### src/rtl/seq_phasor_scheduler_pkg.sv
// Shared types and constants for the sequence phasor scheduler.
// Channel codes, FSM state encoding and default datapath widths.
package seq_sched_pkg;

    localparam int unsigned DEFAULT_AW = 14;
    localparam int unsigned DEFAULT_PW = 16;
    localparam int unsigned DEFAULT_KW = 8;

    typedef logic [1:0] ch_t;

    localparam ch_t CH_ZERO = 2'd0;
    localparam ch_t CH_POS  = 2'd1;
    localparam ch_t CH_NEG  = 2'd2;

    typedef enum logic [1:0] {
        StIdle,
        StIssue,
        StWait,
        StStore
    } state_e;

endpackage

### src/rtl/seq_phasor_scheduler_if.sv
// Engine handshake and tagged-result bus between the scheduler and the shared
// phasor engine / result consumer.
interface seq_phasor_scheduler_if
    import seq_sched_pkg::*;
#(
    parameter int unsigned AW = DEFAULT_AW,
    parameter int unsigned PW = DEFAULT_PW
);
    logic          eng_start;
    ch_t           eng_sel;
    logic          eng_done;
    logic [AW-1:0] eng_amp;
    logic [PW-1:0] eng_phase;

    logic          res_valid;
    ch_t           res_sel;
    logic [AW-1:0] res_amp;
    logic [PW-1:0] res_phase;
    logic          res_err;

    modport master (
        output eng_start, eng_sel,
        input  eng_done, eng_amp, eng_phase,
        output res_valid, res_sel, res_amp, res_phase, res_err
    );

    modport slave (
        input  eng_start, eng_sel,
        output eng_done, eng_amp, eng_phase,
        input  res_valid, res_sel, res_amp, res_phase, res_err
    );
endinterface

### src/rtl/seq_phasor_scheduler_sample_timer.sv
// Decimated sample strobe, sample index k and window-wrap pulse.
// k and win_done update on the same edge that raises sample_stb.
module seq_sample_timer #(
    parameter int unsigned DECIM     = 2,
    parameter int unsigned N_SAMPLES = 200,
    parameter int unsigned KW        = 8
) (
    input  logic          clk,
    input  logic          rst,
    input  logic          en,
    output logic          sample_stb,
    output logic [KW-1:0] k,
    output logic          win_done
);
    localparam int unsigned CW = (DECIM > 2) ? $clog2(DECIM) : 1;
    localparam logic [CW-1:0] CntLast = CW'(DECIM - 1);
    localparam logic [KW-1:0] KLast   = KW'(N_SAMPLES - 1);

    logic [CW-1:0] cnt_q;
    logic [KW-1:0] k_q;
    logic          stb_q;
    logic          win_q;

    always_ff @(posedge clk or posedge rst) begin
        if (rst) begin
            cnt_q <= '0;
            k_q   <= '0;
            stb_q <= 1'b0;
            win_q <= 1'b0;
        end else begin
            stb_q <= 1'b0;
            win_q <= 1'b0;
            if (en) begin
                if (cnt_q == CntLast) begin
                    cnt_q <= '0;
                    stb_q <= 1'b1;
                    if (k_q == KLast) begin
                        k_q   <= '0;
                        win_q <= 1'b1;
                    end else begin
                        k_q <= k_q + KW'(1);
                    end
                end else begin
                    cnt_q <= cnt_q + CW'(1);
                end
            end
        end
    end

    assign sample_stb = stb_q;
    assign k          = k_q;
    assign win_done   = win_q;
endmodule

### src/rtl/seq_phasor_scheduler.sv
// Shares one phasor engine among the zero/pos/neg channels once per window.
// Optional engine watchdog: define SEQ_SCHED_TIMEOUT_EN.
module seq_phasor_scheduler
    import seq_sched_pkg::*;
#(
    parameter int unsigned DECIM     = 2,
    parameter int unsigned N_SAMPLES = 200,
    parameter int unsigned KW        = DEFAULT_KW,
    parameter int unsigned AW        = DEFAULT_AW,
    parameter int unsigned PW        = DEFAULT_PW,
    parameter int unsigned TIMEOUT   = 255
) (
    input  logic                    clk,
    input  logic                    rst,
    input  logic                    en,
    input  logic                    clr_overrun,
    output logic                    sample_stb,
    output logic [KW-1:0]           k,
    output logic                    win_done,
    output logic                    busy,
    output logic                    overrun,
    seq_phasor_scheduler_if.master  eng_bus
);
    state_e        state_q;
    ch_t           ch_q;
    logic          eng_start_q;
    ch_t           eng_sel_q;
    logic          res_valid_q;
    ch_t           res_sel_q;
    logic [AW-1:0] res_amp_q;
    logic [PW-1:0] res_phase_q;
    logic          overrun_q;

    seq_sample_timer #(
        .DECIM     (DECIM),
        .N_SAMPLES (N_SAMPLES),
        .KW        (KW)
    ) u_timer (
        .clk        (clk),
        .rst        (rst),
        .en         (en),
        .sample_stb (sample_stb),
        .k          (k),
        .win_done   (win_done)
    );

`ifdef SEQ_SCHED_TIMEOUT_EN
    localparam int unsigned TW = $clog2(TIMEOUT + 1);
    logic [TW-1:0] wait_cnt_q;
    logic          res_err_q;
`endif

    always_ff @(posedge clk or posedge rst) begin
        if (rst) begin
            state_q     <= StIdle;
            ch_q        <= CH_ZERO;
            eng_start_q <= 1'b0;
            eng_sel_q   <= CH_ZERO;
            res_valid_q <= 1'b0;
            res_sel_q   <= CH_ZERO;
            res_amp_q   <= '0;
            res_phase_q <= '0;
            overrun_q   <= 1'b0;
`ifdef SEQ_SCHED_TIMEOUT_EN
            wait_cnt_q  <= '0;
            res_err_q   <= 1'b0;
`endif
        end else begin
            eng_start_q <= 1'b0;
            res_valid_q <= 1'b0;
            // A window arriving mid-pass is dropped; setting beats clearing.
            if (win_done && (state_q != StIdle)) begin
                overrun_q <= 1'b1;
            end else if (clr_overrun) begin
                overrun_q <= 1'b0;
            end
            case (state_q)
                StIdle: begin
                    if (win_done) begin
                        ch_q        <= CH_ZERO;
                        eng_sel_q   <= CH_ZERO;
                        eng_start_q <= 1'b1;
                        state_q     <= StIssue;
                    end
                end
                StIssue: begin
`ifdef SEQ_SCHED_TIMEOUT_EN
                    wait_cnt_q <= '0;
`endif
                    state_q <= StWait;
                end
                StWait: begin
                    if (eng_bus.eng_done) begin
                        res_amp_q   <= eng_bus.eng_amp;
                        res_phase_q <= eng_bus.eng_phase;
                        res_sel_q   <= ch_q;
                        res_valid_q <= 1'b1;
                        state_q     <= StStore;
`ifdef SEQ_SCHED_TIMEOUT_EN
                        res_err_q   <= 1'b0;
                    end else if (wait_cnt_q == TW'(TIMEOUT - 1)) begin
                        res_amp_q   <= '0;
                        res_phase_q <= '0;
                        res_sel_q   <= ch_q;
                        res_valid_q <= 1'b1;
                        res_err_q   <= 1'b1;
                        state_q     <= StStore;
                    end else begin
                        wait_cnt_q <= wait_cnt_q + TW'(1);
`endif
                    end
                end
                StStore: begin
                    if (ch_q == CH_NEG) begin
                        state_q <= StIdle;
                    end else begin
                        ch_q        <= ch_q + 2'd1;
                        eng_sel_q   <= ch_q + 2'd1;
                        eng_start_q <= 1'b1;
                        state_q     <= StIssue;
                    end
                end
                default: state_q <= StIdle;
            endcase
        end
    end

    assign eng_bus.eng_start = eng_start_q;
    assign eng_bus.eng_sel   = eng_sel_q;
    assign eng_bus.res_valid = res_valid_q;
    assign eng_bus.res_sel   = res_sel_q;
    assign eng_bus.res_amp   = res_amp_q;
    assign eng_bus.res_phase = res_phase_q;
`ifdef SEQ_SCHED_TIMEOUT_EN
    assign eng_bus.res_err   = res_err_q;
`else
    assign eng_bus.res_err   = 1'b0;
`endif
    assign busy    = (state_q != StIdle);
    assign overrun = overrun_q;
endmodule

### src/flat_wrapper.sv
// flat-port wrapper written by rule: the top's interface ports become plain ports
module seq_phasor_scheduler_flat import seq_sched_pkg::*;
#(
    parameter int unsigned DECIM     = 2,
    parameter int unsigned N_SAMPLES = 200,
    parameter int unsigned KW        = DEFAULT_KW,
    parameter int unsigned AW        = DEFAULT_AW,
    parameter int unsigned PW        = DEFAULT_PW,
    parameter int unsigned TIMEOUT   = 255
)
  (clk, rst, en, clr_overrun, sample_stb, k, win_done, busy, overrun, eng_bus_eng_start, eng_bus_eng_sel, eng_bus_eng_done, eng_bus_eng_amp, eng_bus_eng_phase, eng_bus_res_valid, eng_bus_res_sel, eng_bus_res_amp, eng_bus_res_phase, eng_bus_res_err);
  seq_phasor_scheduler_if #(.AW(AW), .PW(PW)) eng_bus_i ();
  input  logic clk;
  input  logic rst;
  input  logic en;
  input  logic clr_overrun;
  output logic sample_stb;
  output logic [KW-1:0] k;
  output logic win_done;
  output logic busy;
  output logic overrun;
  output wire logic [$bits(eng_bus_i.eng_start)-1:0] eng_bus_eng_start;
  output wire logic [$bits(eng_bus_i.eng_sel)-1:0] eng_bus_eng_sel;
  input wire logic [$bits(eng_bus_i.eng_done)-1:0] eng_bus_eng_done;
  input wire logic [$bits(eng_bus_i.eng_amp)-1:0] eng_bus_eng_amp;
  input wire logic [$bits(eng_bus_i.eng_phase)-1:0] eng_bus_eng_phase;
  output wire logic [$bits(eng_bus_i.res_valid)-1:0] eng_bus_res_valid;
  output wire logic [$bits(eng_bus_i.res_sel)-1:0] eng_bus_res_sel;
  output wire logic [$bits(eng_bus_i.res_amp)-1:0] eng_bus_res_amp;
  output wire logic [$bits(eng_bus_i.res_phase)-1:0] eng_bus_res_phase;
  output wire logic [$bits(eng_bus_i.res_err)-1:0] eng_bus_res_err;
  assign eng_bus_eng_start = eng_bus_i.eng_start;
  assign eng_bus_eng_sel = eng_bus_i.eng_sel;
  assign eng_bus_i.eng_done = eng_bus_eng_done;
  assign eng_bus_i.eng_amp = eng_bus_eng_amp;
  assign eng_bus_i.eng_phase = eng_bus_eng_phase;
  assign eng_bus_res_valid = eng_bus_i.res_valid;
  assign eng_bus_res_sel = eng_bus_i.res_sel;
  assign eng_bus_res_amp = eng_bus_i.res_amp;
  assign eng_bus_res_phase = eng_bus_i.res_phase;
  assign eng_bus_res_err = eng_bus_i.res_err;
  seq_phasor_scheduler #(.DECIM(DECIM), .N_SAMPLES(N_SAMPLES), .KW(KW), .AW(AW), .PW(PW), .TIMEOUT(TIMEOUT)) u_core (.clk(clk), .rst(rst), .en(en), .clr_overrun(clr_overrun), .sample_stb(sample_stb), .k(k), .win_done(win_done), .busy(busy), .overrun(overrun), .eng_bus(eng_bus_i));
endmodule
### config.mk
export PLATFORM = sky130hd
export DESIGN_NAME = seq_phasor_scheduler_flat
export DESIGN_NICKNAME = d
export VERILOG_FILES = /design/src/rtl/seq_phasor_scheduler_pkg.sv /design/src/rtl/seq_phasor_scheduler_if.sv /design/src/rtl/seq_phasor_scheduler_sample_timer.sv /design/src/rtl/seq_phasor_scheduler.sv /design/src/flat_wrapper.sv
export SDC_FILE = /design/constraint.sdc
export NUM_CORES = 1
export LEC_CHECK = 0
export BUFFER_PORTS_ARGS = -buffer_cell sky130_fd_sc_hd__buf_2
export CORE_ASPECT_RATIO = 1.1
export CORE_UTILIZATION = 48
export DETAILED_ROUTE_END_ITERATION = 6
export MAX_ROUTING_LAYER = met4
export PLACE_DENSITY = 0.84
export SLEW_MARGIN = 20
export SYNTH_ARGS = -nofsm -noshare
export SYNTH_HDL_FRONTEND = slang
export SYNTH_HIERARCHICAL = 1
export SYNTH_SLANG_ARGS = --single-unit
export TNS_END_PERCENT = 20
### constraint.sdc
create_clock -name clk -period 1.66 [get_ports clk]
set_input_delay 0.166 -clock clk [delete_from_list [all_inputs] [get_ports clk]]
set_output_delay 0.166 -clock clk [all_outputs]
set_load 0.01 [all_outputs]
=== Word-level counts from Yosys, hierarchy flattened ===
Cells that the tools add are included.

* Register bits after elaboration: 50
* Input bits: 35

* Add/subtract/negate cells: 3
* Equal/unequal tests: 8
* Mux-type cells: 21
* Reduce and logical (&&, ||, !) cells: 9

{| class="wikitable"
|+ Operators with widths
! kind !! number
|-
| 1-bit 2-to-1 mux || 13
|-
| 8-bit by 1-bit adder with 8-bit output (second input constant) || 1
|-
| 8-bit == test (second input constant) || 1
|-
| 2-bit 2-to-1 mux || 4
|-
| 8-bit 2-to-1 mux || 1
|-
| 2-bit one-hot mux with 4 select lines || 1
|-
| 2-bit == test (second input constant) || 3
|-
| 2-bit inequality test (second input constant) || 3
|-
| 2-bit AND reduction || 3
|-
| 2-bit nonzero test || 3
|-
| 2-bit one-hot mux with 2 select lines || 1
|-
| 3-bit AND reduction || 1
|-
| 2-bit by 1-bit adder with 2-bit output (second input constant) || 1
|-
| 2-bit by 1-bit == test with 1-bit output (second input constant) || 1
|-
| 2-bit logical NOT || 1
|-
| 1-bit one-hot mux with 2 select lines || 1
|-
| 1-bit adder (second input constant) || 1
|-
| 1-bit logical AND || 1
|}

=== Longest topological paths before layout ===
* Depth after elaboration: 4
* Mapped depth: 6

=== Hierarchy ===
Netlist, hierarchy kept.

{| class="wikitable"
|+ Modules (own cells, without submodules)
! module !! instances !! cells each !! area an instance (um2)
|-
| seq_phasor_scheduler || 1 || 112 || 1724.2
|-
| seq_sample_timer || 1 || 46 || 504.2
|}

=== Worst setup path after synthesis ===
Ideal clock, no wire load.

* Path kind: flip-flop to flip-flop
* Start point: reg u_core.u_timer.k_q[0] (netlist: u_core/u_timer/k[0])
* End point: reg u_core.u_timer.k_q[6] (netlist: u_core/u_timer/k[6])
* Arrival time: 1376 ps
* Required time: 1525 ps
* Slack: 148 ps
* Cell stages (with the launch flop): 6
* Period minus slack after synthesis: 1512 ps
* Path through: dfrtp_1 -> ha_1 -> nand2_2 -> or4_4 -> o21ai_0 -> a31oi_1

* Word-level cells in the longest chain between the ends: 2
* Elaborated cells on any way between the ends: 3
* Those cells by class: add/sub: 1; eq/ne: 1; mux: 1

{| class="wikitable"
|+ Ends and longest elaborated chain
! what !! line !! RTL
|-
| from (decl) || seq_phasor_scheduler_sample_timer.sv:20 || <nowiki>logic [KW-1:0] k_q;</nowiki>
|-
| from (signal assigned) || seq_phasor_scheduler_sample_timer.sv:41 || <nowiki>k_q <= k_q + KW'(1);</nowiki>
|-
| 8-bit by 1-bit adder with 8-bit output / 8-bit == test (equally long branches) || seq_phasor_scheduler_sample_timer.sv:41, seq_phasor_scheduler_sample_timer.sv:37 ||
|-
| 8-bit 2-to-1 mux * || seq_phasor_scheduler_sample_timer.sv:37 || <nowiki>if (k_q == KLast) begin</nowiki>
|}

Every way passes the cells marked *; elsewhere a longest branch is shown, timed or not.
A chain may end at the register's enable or synchronous reset.

=== Worst setup path in the final report ===
* Start point: reg u_core.u_timer.k_q[1] (netlist: u_core/u_timer/k[1])
* End point: reg u_core.u_timer.k_q[6] (netlist: u_core/u_timer/k[6])

Same word-level chain as after synthesis.

==> results.yml <==
run_status:
  status: "finished clean"
worst_setup_path:
  slowest_delay_ns: 0.50
  worstPathArrival_ns: 1.73
  end_kind: "flip-flop"
  path_class: "flip-flop to flip-flop"
  cpLargestDelayFamily: "simple AND/OR/NAND/NOR gates"
  critical_path.startpoint_type: "flip-flop"
  path_buf_inv: 0
  cp_data_required_time_ns: 1.82
  worstPathCellList: "ha_1 > nand2_2 > or4_4 > o21ai_0 > a31oi_1"
  cp_slowest_cell: "or4_4"
  crit_path_max_fanout: 4
route:
  antenna_left: 0
  firstDrtPassIters: 4
  drt-initial-drc-count: 89
  vias_per_cell: 4.98
  routed_wl_um: 4260
  wl_per_cell_um: 14.1
  vias: 1509
  drc: 0
floorplanning:
  die_w_um: 67.0
  die_area_um2: 4920
  ioPinCount: 84
  rows: 25
  coreArea_um2: 4380
  initial_core_util_pct: 50.9
  die_y_um: 73.5
synth:
  synth_warnings: 6
  synth_area_leaders: "dfrtp_1 (56%), mux2_4 (18%), ha_1 (3.4%)"
  synth_ff_type: "dfrtp_1"
  synth_cells: 158
  yosysSeqAreaShare_pct: 56.1
  synth_edf_count: 0
  syn-mean-instance-area_um2: 14.1
  ys_ff_latch: 50
  syn_nets: 199
  async_reset_ff_share_pct: 100
  synth.distinct_cells: 36
  netlist.area_leader.share_pct: 56.1
  synth_area_um2: 2230
  yosysTopAreaCell: "dfrtp_1"
flow_run:
  drv_cap: 0
final_layout:
  finalCoreUtilization_pct: 64.4
  final_common_cell: "buf_2"
  regArea_um2: 1250
  antenna_cells: 0
  synthToLayoutAreaGrowth_pct: 26.6
  final_cell_mix: "buf_2 (82), dfrtp_1 (50), mux2_4 (27)"
  drive_gt1_share_pct: 53.8
  multi_input_area_um2: 887
  n_fill_cell: 351
  final_nets: 289
sta:
  hold_viol: 0
  max_freq_mhz: 640
  slew_violations: 0
  tns_ns: 0
  fin_ws_ns: 0.0966
  setup_viol: 0
  finClkSkew_ns: 0.00557
  finalCritPeriodShare_pct: 94.2
  min_period_ns: 1.56
  rsz0062_at_grt: "no"
global_routing:
  grt-ovfl-total: 0
  grt_pass1_wl_um: 6460
  grt.total_usage_pct: 18.3
  grt_max_degree: 40
  antenna_found_initial: 0
  first_global_vias: 1450
worst_hold_path:
  hold_path.class: "input pin to flip-flop"
cts:
  clk_latency_ns: 0.29
  numClockSinks: 50
  clockBufferDepth: 2
  cts_tree: "built"
  numCtsBuffers: 5
  path_clk_slew_ns: 0.08
  cts-resized-gates: 0
  ctsHtreeMaxLevel: 2
  cts_root_buffer: "clkbuf_8"
placement:
  gp_congestion: 0.768
  port_buffers: 82
  detailed_place_hpwl_um: 3240
  dp_slack_ns: 0.103
power_and_ir_drop:
  ir_worst_vdd_mv: 0.952
  leakagePower_nw: 1.53
  powerDensity_nw_per_um2: 1820
-- final cells by class --
| cell class | instances | share of cell area (%) |
|---|---|---|
| sequential | 50 | 44.3 |
| multi-input combinational | 91 | 31.4 |
| timing repair buffer | 87 | 16.9 |
| clock buffer | 7 | 3.06 |
| tap | 54 | 2.39 |
| inverter | 13 | 1.73 |
| clock inverter | 1 | 0.177 |
-- sequential cells by signal, indices dropped and copies added (netlist names) --
register	count
u_core/eng_bus.res_phase	16
u_core/eng_bus.eng_start	1
u_core/u_timer/k	8
u_core/state_q	2
u_core/eng_bus.eng_sel	2
u_core/eng_bus.res_valid	1
u_core/u_timer/sample_stb	1
u_core/eng_bus.res_sel	2
u_core/u_timer/cnt_q	1
u_core/u_timer/win_done	1
u_core/eng_bus.res_amp	14
u_core/overrun	1
-- metrics by stage --
stage | power [mW] | cells | hold slack (ns) | instance area, µm²
2_1_floorplan | 3.64 | 158 | 0.0184 | 2230
3_3_place_gp | 4.35 | 293 | 0.183 | 2710
3_5_place_dp | 4.46 | 293 | 0.187 | 2710
4_1_cts | 5.18 | 302 | 0.0595 | 2810
5_1_grt | 5.50 | 303 | 0.0572 | 2820
6_report | 5.13 | 303 | 0.0718 | 2820
-- Yosys cell counts, types with 3 or more instances --
cell type / count
dfrtp_1: 50
mux2_4: 27
inv_1: 12
ha_1: 6
nand2_1: 6
mux2_2: 5
nor2_1: 5
xnor2_1: 5
nor3_1: 4
a21oi_1: 3
buf_6: 3
nand3_1: 3
o21ai_0: 3
-- routing by layer --
metal  wire (µm)  vias up  track usage (%)
met1        1870      728             20.6
met4          26        0             5.67
met3         301        4             5.28
li1            -      715                -
met5           0        -                -
met2        2060       62             31.3
-- final timing paths --
check	from	endpoint	slack, ns	depth (start not counted)
worst max register to register	u_core/u_timer/k[1]	u_core/u_timer/k[6]	0.1	5
worst min-delay path	en	u_core/u_timer/cnt_q	0.07	2
min in group asynchronous	rst	u_core/u_timer/k[1]	0.42	3
worst max-delay path	u_core/u_timer/k[1]	u_core/u_timer/k[6]	0.1	5
worst min register to register	u_core/u_timer/cnt_q	u_core/u_timer/cnt_q	0.50	1
max in group asynchronous	rst	u_core/overrun	0.77	4
-- cells by family after synthesis --
kind of cell	synth area share, %
buffers and inverters	4.04
adders and majority gates	3.37
xor gates and xnor gates	2.36
DFF	56.1
and+or+nand+nor	8.70
other	0.168
muxes	21.2
AOI/OAI and AO/OA	4.04
-- what timing repair did --
item,4_1_cts,5_1_grt
endpoints found under the hold margin,11,0
endpoints found under the setup margin,0,1
setup buffers,0,1
hold buffers,1,0
-- power by group --
| part | internal [mW] | switching [mW] | leakage [nW] |
|---|---|---|---|
| Clock | 0.336 | 0.359 | 0.0482 |
| Sequential | 1.76 | 0.353 | 0.614 |
| Combinational | 1.29 | 1.03 | 0.873 |
No activity file was read; power rests on OpenSTA's default activity.
